$ cat src/rtl/otter_csr_pkg.sv
// Shared constants, CSR opcode enum and the CSR write-op helper for the OTTER
// machine-mode CSR / interrupt block.
package otter_csr_pkg;

    localparam logic [11:0] CSR_MSTATUS = 12'h300;
    localparam logic [11:0] CSR_MTVEC   = 12'h305;
    localparam logic [11:0] CSR_MEPC    = 12'h341;
    localparam logic [11:0] CSR_MCAUSE  = 12'h342;

    typedef enum logic [2:0] {
        CSRRW = 3'b001,
        CSRRS = 3'b010,
        CSRRC = 3'b011
    } csr_op_t;

    localparam logic [31:0] MCAUSE_EXT_INT   = 32'h8000_000B;
    localparam int          MSTATUS_MIE_BIT  = 3;
    localparam int          MSTATUS_MPIE_BIT = 7;

    // Value a CSR takes after a CSRRW/CSRRS/CSRRC given its current value.
    function automatic logic [31:0] csr_alu(csr_op_t op, logic [31:0] old, logic [31:0] src);
        logic [31:0] res;
        case (op)
            CSRRW:   res = src;
            CSRRS:   res = old | src;
            CSRRC:   res = old & ~src;
            default: res = old;
        endcase
        return res;
    endfunction

endpackage

$ cat src/rtl/intr_sync_edge.sv
// External interrupt synchroniser with registered edge detect and a sticky
// pending latch (or a plain level follower when EDGE_TRIG=0).
module intr_sync_edge #(
    parameter int SYNC_STAGES = 2,
    parameter bit EDGE_TRIG   = 1'b1
) (
    input  logic CLK,
    input  logic RST,
    input  logic INTR,
    input  logic clr,
    output logic pending
);

    logic [SYNC_STAGES-1:0] sync_q;
    logic                   dly_q;
    logic                   edge_q;
    logic                   pend_q;
    logic                   pend_d;
    logic                   sync_lvl;

    assign sync_lvl = sync_q[SYNC_STAGES-1];

    // Synchroniser chain, one-cycle delayed copy and registered rising-edge flag.
    always_ff @(posedge CLK or posedge RST) begin
        if (RST) begin
            sync_q <= '0;
            dly_q  <= 1'b0;
            edge_q <= 1'b0;
        end else begin
            sync_q <= {sync_q[SYNC_STAGES-2:0], INTR};
            dly_q  <= sync_lvl;
            edge_q <= sync_lvl & ~dly_q;
        end
    end

    // Pending next state: a fresh edge beats a clear in the same cycle.
    always_comb begin
        pend_d = pend_q;
        if (EDGE_TRIG) begin
            if (edge_q)   pend_d = 1'b1;
            else if (clr) pend_d = 1'b0;
        end else begin
            pend_d = dly_q;
        end
    end

    // Pending latch register.
    always_ff @(posedge CLK or posedge RST) begin
        if (RST) pend_q <= 1'b0;
        else     pend_q <= pend_d;
    end

    assign pending = pend_q;

endmodule

$ cat src/rtl/otter_csr_intr_ctrl.sv
// Machine-mode CSR file (mstatus/mtvec/mepc/mcause) and external interrupt
// gating for the OTTER multicycle core. Sequencing is owned by CU_FSM.
module otter_csr_intr_ctrl
    import otter_csr_pkg::*;
#(
    parameter int          SYNC_STAGES = 2,
    parameter bit          EDGE_TRIG   = 1'b1,
    parameter logic [31:0] MTVEC_RST   = 32'h0
) (
    input  logic        CLK,
    input  logic        RST,
    input  logic        INTR,
    input  logic [11:0] csr_addr,
    input  logic [2:0]  csr_funct3,
    input  logic        csr_WE,
    input  logic [31:0] rs1,
    input  logic [31:0] PC,
    input  logic        int_taken,
    input  logic        mret_exec,
    output logic        intr_pend,
    output logic [31:0] csr_RD,
    output logic [31:0] MTVEC,
    output logic [31:0] MEPC
);

    logic        mie_q, mie_d, mpie_q, mpie_d;
    logic [31:0] mtvec_q, mtvec_d, mepc_q, mepc_d, mcause_q, mcause_d;
    logic [31:0] mstatus_rd, wdata;
    logic        wr_en, mret_go, pending;

    intr_sync_edge #(
        .SYNC_STAGES(SYNC_STAGES),
        .EDGE_TRIG  (EDGE_TRIG)
    ) u_sync (
        .CLK    (CLK),
        .RST    (RST),
        .INTR   (INTR),
        .clr    (int_taken),
        .pending(pending)
    );

    // Read mux: always the pre-write value so rd and the CSR update share an edge.
    always_comb begin
        mstatus_rd                   = 32'h0;
        mstatus_rd[MSTATUS_MIE_BIT]  = mie_q;
        mstatus_rd[MSTATUS_MPIE_BIT] = mpie_q;
        case (csr_addr)
            CSR_MSTATUS: csr_RD = mstatus_rd;
            CSR_MTVEC:   csr_RD = mtvec_q;
            CSR_MEPC:    csr_RD = mepc_q;
            CSR_MCAUSE:  csr_RD = mcause_q;
            default:     csr_RD = 32'h0;
        endcase
    end

    // Write qualification and write-op ALU.
    always_comb begin
        case (csr_funct3)
            CSRRW, CSRRS, CSRRC: wr_en = csr_WE;
            default:             wr_en = 1'b0;
        endcase
        wdata   = csr_alu(csr_op_t'(csr_funct3), csr_RD, rs1);
        mret_go = mret_exec & ~int_taken;
    end

    // Next-state: CSR write first, then trap/return overrides the fields they own,
    // which drops any overlapping software write to those fields.
    always_comb begin
        mie_d    = mie_q;
        mpie_d   = mpie_q;
        mtvec_d  = mtvec_q;
        mepc_d   = mepc_q;
        mcause_d = mcause_q;
        if (wr_en) begin
            case (csr_addr)
                CSR_MSTATUS: begin
                    mie_d  = wdata[MSTATUS_MIE_BIT];
                    mpie_d = wdata[MSTATUS_MPIE_BIT];
                end
                CSR_MTVEC:  mtvec_d  = wdata & ~32'h3;
                CSR_MEPC:   mepc_d   = wdata & ~32'h3;
                CSR_MCAUSE: mcause_d = wdata;
                default: ;
            endcase
        end
        if (int_taken) begin
            mepc_d   = PC & ~32'h3;
            mcause_d = MCAUSE_EXT_INT;
            mpie_d   = mie_q;
            mie_d    = 1'b0;
        end else if (mret_go) begin
            mie_d  = mpie_q;
            mpie_d = 1'b1;
        end
    end

    // CSR state registers.
    always_ff @(posedge CLK or posedge RST) begin
        if (RST) begin
            mie_q    <= 1'b0;
            mpie_q   <= 1'b0;
            mtvec_q  <= MTVEC_RST & ~32'h3;
            mepc_q   <= 32'h0;
            mcause_q <= 32'h0;
        end else begin
            mie_q    <= mie_d;
            mpie_q   <= mpie_d;
            mtvec_q  <= mtvec_d;
            mepc_q   <= mepc_d;
            mcause_q <= mcause_d;
        end
    end

    assign intr_pend = pending & mie_q;
    assign MTVEC     = mtvec_q;
    assign MEPC      = mepc_q;

endmodule
$ cat config.mk
export PLATFORM = sky130hd
export DESIGN_NAME = otter_csr_intr_ctrl
export DESIGN_NICKNAME = d
export VERILOG_FILES = /design/src/rtl/otter_csr_pkg.sv /design/src/rtl/intr_sync_edge.sv /design/src/rtl/otter_csr_intr_ctrl.sv
export SDC_FILE = /design/constraint.sdc
export NUM_CORES = 1
export LEC_CHECK = 0
export CAP_MARGIN = 25
export CORE_MARGIN = 3
export CORE_UTILIZATION = 51
export CTS_CLUSTER_SIZE = 28
export DETAILED_ROUTE_END_ITERATION = 8
export GPL_TIMING_DRIVEN = 1
export PLACE_DENSITY = 0.92
export SYNTH_ARGS = -nofsm -noshare
export SYNTH_HDL_FRONTEND = slang
export SYNTH_HIERARCHICAL = 1
export SYNTH_SLANG_ARGS = --single-unit
$ cat constraint.sdc
create_clock -name CLK -period 6.9 [get_ports CLK]
set_input_delay 2.07 -clock CLK [delete_from_list [all_inputs] [get_ports CLK]]
set_output_delay 2.07 -clock CLK [all_outputs]
set_load 0.05 [all_outputs]
# ---- Word-level counts from Yosys, hierarchy flattened
# Cells that the tools add are included.
dict set report word_totals {
  wordCells 54
  reg_bits 101
  out_inout_bits 97
}
dict set report classes {
  reduce_logical 11
  n_bitwise 8
  n_eq_ne 7
  muxes 19
}
# cell count
set ops {}
lappend ops {{$mux W32} 6}
lappend ops {{$pmux W32 S4} 1}
lappend ops {{$pmux W32 S3} 1}
lappend ops {{$eq A12 B10 Y1 const B} 4}
lappend ops {{$and A32 B32 Y32} 1}
lappend ops {{$not A32 Y32} 1}
lappend ops {{$or A32 B32 Y32} 1}
lappend ops {{$mux W1} 11}
lappend ops {{$reduce_and A2 Y1} 4}
lappend ops {{$reduce_bool A2 Y1} 4}
lappend ops {{$eq A3 B2 Y1 const B} 2}
lappend ops {{$reduce_bool A3 Y1} 2}
lappend ops {{$and A1 B1 Y1} 3}
lappend ops {{$eq A3 B1 Y1 const B} 1}
lappend ops {{$reduce_or A3 Y1} 1}
lappend ops {{$not A1 Y1} 2}

# ---- Depth between registers and ports, before layout
dict set report logic_depth {
  word_depth 8
  mapped_depth 9
  depth_no_buf 5
}

# ---- Modules after synthesis
# Netlist, hierarchy kept.
# module seq_area_each_um2 area_each_um2 n_inst cells_per_inst
set by_module_without_submodules {}
lappend by_module_without_submodules {otter_csr_intr_ctrl 2352.3 5475.3 1 635}
lappend by_module_without_submodules {intr_sync_edge 125.1 146.4 1 9}

# ---- Least setup slack after synthesis
# Ideal clock, no wire load.
dict set report synth_timing {
  kind {input to output}
  from {in csr_addr[5]}
  to {out csr_RD[13]}
  stages 6
  arrival_ps 4223
  required_time_ps 4830
  setup_slack_ps 607
  cell_sequence {nor4b_2 > buf_2 > and2_1 > clkbuf_1 > a22oi_1 > o21ai_0}
}
dict set report synth_between {
  elab_chain_len 2
}
# element line_no
set synth_rtl {}
lappend synth_rtl {{from (decl)} otter_csr_intr_ctrl.sv:13} ;# input logic [11:0] csr_addr,
lappend synth_rtl {{$eq A12 B10 Y1} otter_csr_intr_ctrl.sv:47} ;# case (csr_addr)
lappend synth_rtl {{$pmux W32 S4 (*)} otter_csr_intr_ctrl.sv:47}
lappend synth_rtl {{to (decl)} otter_csr_intr_ctrl.sv:21} ;# output logic [31:0] csr_RD,
# Mark *: on every way between the ends. The rest lies on a longest branch, timed or not.

# ---- Worst setup path after layout
dict set report layout_timing {
  from {in csr_addr[5]}
  to {out csr_RD[5]}
}
# Same word-level chain as after synthesis.

==> qor.csv <==
metric,value,unit
hp-start,u_sync/sync_q[0],
cp_slowest_cell,or4_1,
cts_sinks,99,
ant_nets,0,
arrival,4.51,ns
multiInputGateArea,2880,µm²
tightest_slew,0.982,ns
routabilityCongestion,0.900,
ir_drop,0.0927,mV
avgSynthCellArea,8.73,µm²
synth_xor_area_frac,0.0140,
dieWidth,111,µm
post-route-period-util,0.954,
yosys.cell_types.count,57,
cp.required,4.83,ns
hold_violations,0,
hold_path_depth,0,
drive_gt1_frac,0.113,
fin_setup_tns,0,ns
die_area,12300,µm²
portBuffers,175,
cts_tree,done,
wl_per_cell,21.5,µm
dp_hpwl,14000,µm
num-fill-cells,732,
max-clock-path-buffers,2,
reg2reg_depth,5,
ys_ff_latch,99,
status,"finished, final reports clean",
cap_violations,0,
synthAdderAreaFrac,0,
first_pass_iters,8,
drt_wl_total,20100,µm
rows,37,
grt_pass1_wl,31700,µm
timing.hold.ws,0.368,ns
numCtsBuffers,9,
place_ws,0.359,ns
finalSetupViolCount,0,
root_buffer,clkbuf_8,
synth-async-reset-ratio,1.00,
area.sequential,2480,µm²
netlist_top_cells_area,"dfrtp_1 (44%), a31oi_1 (5.3%), o21ai_0 (4.8%)",
synth-simple-area-share,0.184,
cp-end-kind,primary output,
antenna_found_initial,0,
yosysSeqAreaShare,0.441,
fin_ws,0.320,ns
yosysMostFrequentCell,dfrtp_1,
synth_top_area_frac,0.441,
synth_common_cells,"dfrtp_1 (99), o21ai_0 (54), a21oi_1 (52), nand2_1 (50), a31oi_1 (48)",
synth-edff-count,0,
powerDensity,157,nW/µm²
grt_usage,0.315,
io_pins,182,
worst-setup-path-type,input pin to primary output,
synth_area_leader_cell,dfrtp_1,
crit-reg2reg-launch,mie_q,
finClkSkew,0.0122,ns
vias_per_cell,6.69,
hold_buffers,0,
rsz0062_at_grt,no,
reg2reg_slack,5.06,ns
timing.rr.end,mie_q,
synthCells,644,
fp.coreArea,10500,µm²
min_to,u_sync/sync_q[1],
fin_cells,935,
start_util,0.535,
total_power,1.26,mW
yosys_warnings,6,
synth-compound-area-share,0.304,
critPathMaxFanout,31,
clkSlewWorstSetupHoldPaths,0.10,ns
path_cells,clkdlybuf4s50_1 > or4_1 > nor4_4 > buf_4 > and2_1 > a221o_1 > buf_12,
synth.area.mux_share,0.00356,
fin_crit,6.58,ns
syn_area,5620,µm²
drtIter0Drc,652,
die_h,111,µm
cts_setup_buffers,0,
cp-start-kind,input pin,
grt_start_max_net_pins,50,
grt_overflow_total,0,
hold_path.class,register to register,
ys.flop_type,dfrtp_1,
synth_top_family_by_area,compound AO/OA/AOI/OAI gates,
placed_area,7770,µm²
leakage,3.20,nW
drc,0,
clk_latency,0.37,ns
max_freq,152,MHz
post-route-util,0.762,
dp_cells,916,
area_growth,42.4,%
final_nets,879,
antenna_cells,0,
finalInstanceArea,8000,µm²
relSlewSlack,0.341,
vias,6251,
grt_pass1_vias,6427,
maxSlewViolCount,0,
critPathMaxStageDelay,0.69,ns
ctsResizeCount,0,
h-tree-depth,3,
[worst max-delay path by stage]
stage | from | endpoint | cells past startpoint
detailed placement | csr_addr[5] | csr_RD[5] | 7
global placement | csr_addr[5] | csr_RD[5] | 7
finish | csr_addr[5] | csr_RD[5] | 7
floorplan | csr_addr[5] | csr_RD[13] | 6
global route | csr_addr[5] | csr_RD[5] | 7
CTS | csr_addr[5] | csr_RD[5] | 7
[cell families after synthesis]
kind of cell	Yosys count
buffers and inverters	64
other	1
and+or+nand+nor	194
muxes	2
DFF	99
AOI/OAI and AO/OA	275
xor gates and xnor gates	9
[flip-flops by register name, summed over array words and instances (netlist names)]
register	cells
u_sync/dly_q	1
u_sync/pending	1
mie_q	1
mpie_q	1
u_sync/sync_q	2
MTVEC	30
MEPC	30
u_sync/edge_q	1
mcause_q	32
[final cells by class]
cell class                 count  share of cell area
clock inverter                 6             0.00813
inverter                       5             0.00266
timing repair buffer         195               0.282
sequential                    99               0.310
tap                          136              0.0213
multi-input combinational    484               0.360
clock buffer                  10              0.0159
[where the power goes]
group	total (mW)	internal (mW)	switching (mW)
Combinational	0.265	0.103	0.162
Sequential	0.616	0.599	0.0177
Clock	0.379	0.169	0.210
Total	1.26	0.870	0.390
[cell usage in the layout (no fill, tap or decap), types with 3 or more instances in the layout]
cell type and count:
a21o_1 8, a21oi_1 52, a221oi_1 5, a22o_1 25
a22oi_1 12, a31oi_1 48, and2_1 19, and3_1 10
buf_12 32, buf_4 17, clkbuf_8 9, clkdlybuf4s50_1 143
conb_1 4, dfrtp_1 99, inv_1 3, nand2_1 50
nand2b_1 4, nand3_1 39, nand3b_1 4, nor2_1 26
nor2b_2 3, nor3_1 3, nor3b_1 10, o21ai_0 54
o21ai_1 21, o22ai_1 33, or2_2 9, xor2_1 8
[metal layers]
layer | GRT usage | routed length, µm | share of wire | vias up
met4 | 0.167 | 779 | 0.039 | 0
met3 | 0.0682 | 2380 | 0.12 | 80
met2 | 0.521 | 9670 | 0.48 | 490
li1 | - | - | - | 2705
met5 | 0 | 0 | 0 | -
met1 | 0.385 | 7240 | 0.36 | 2976
[critical path: cells and delay by family]
kind,cells,cell delay [ns]
and+or+nand+nor,3,1.20
buffers and inverters,3,1.02
AOI/OAI and AO/OA,1,0.21
(Power assumes the default switching activity.)
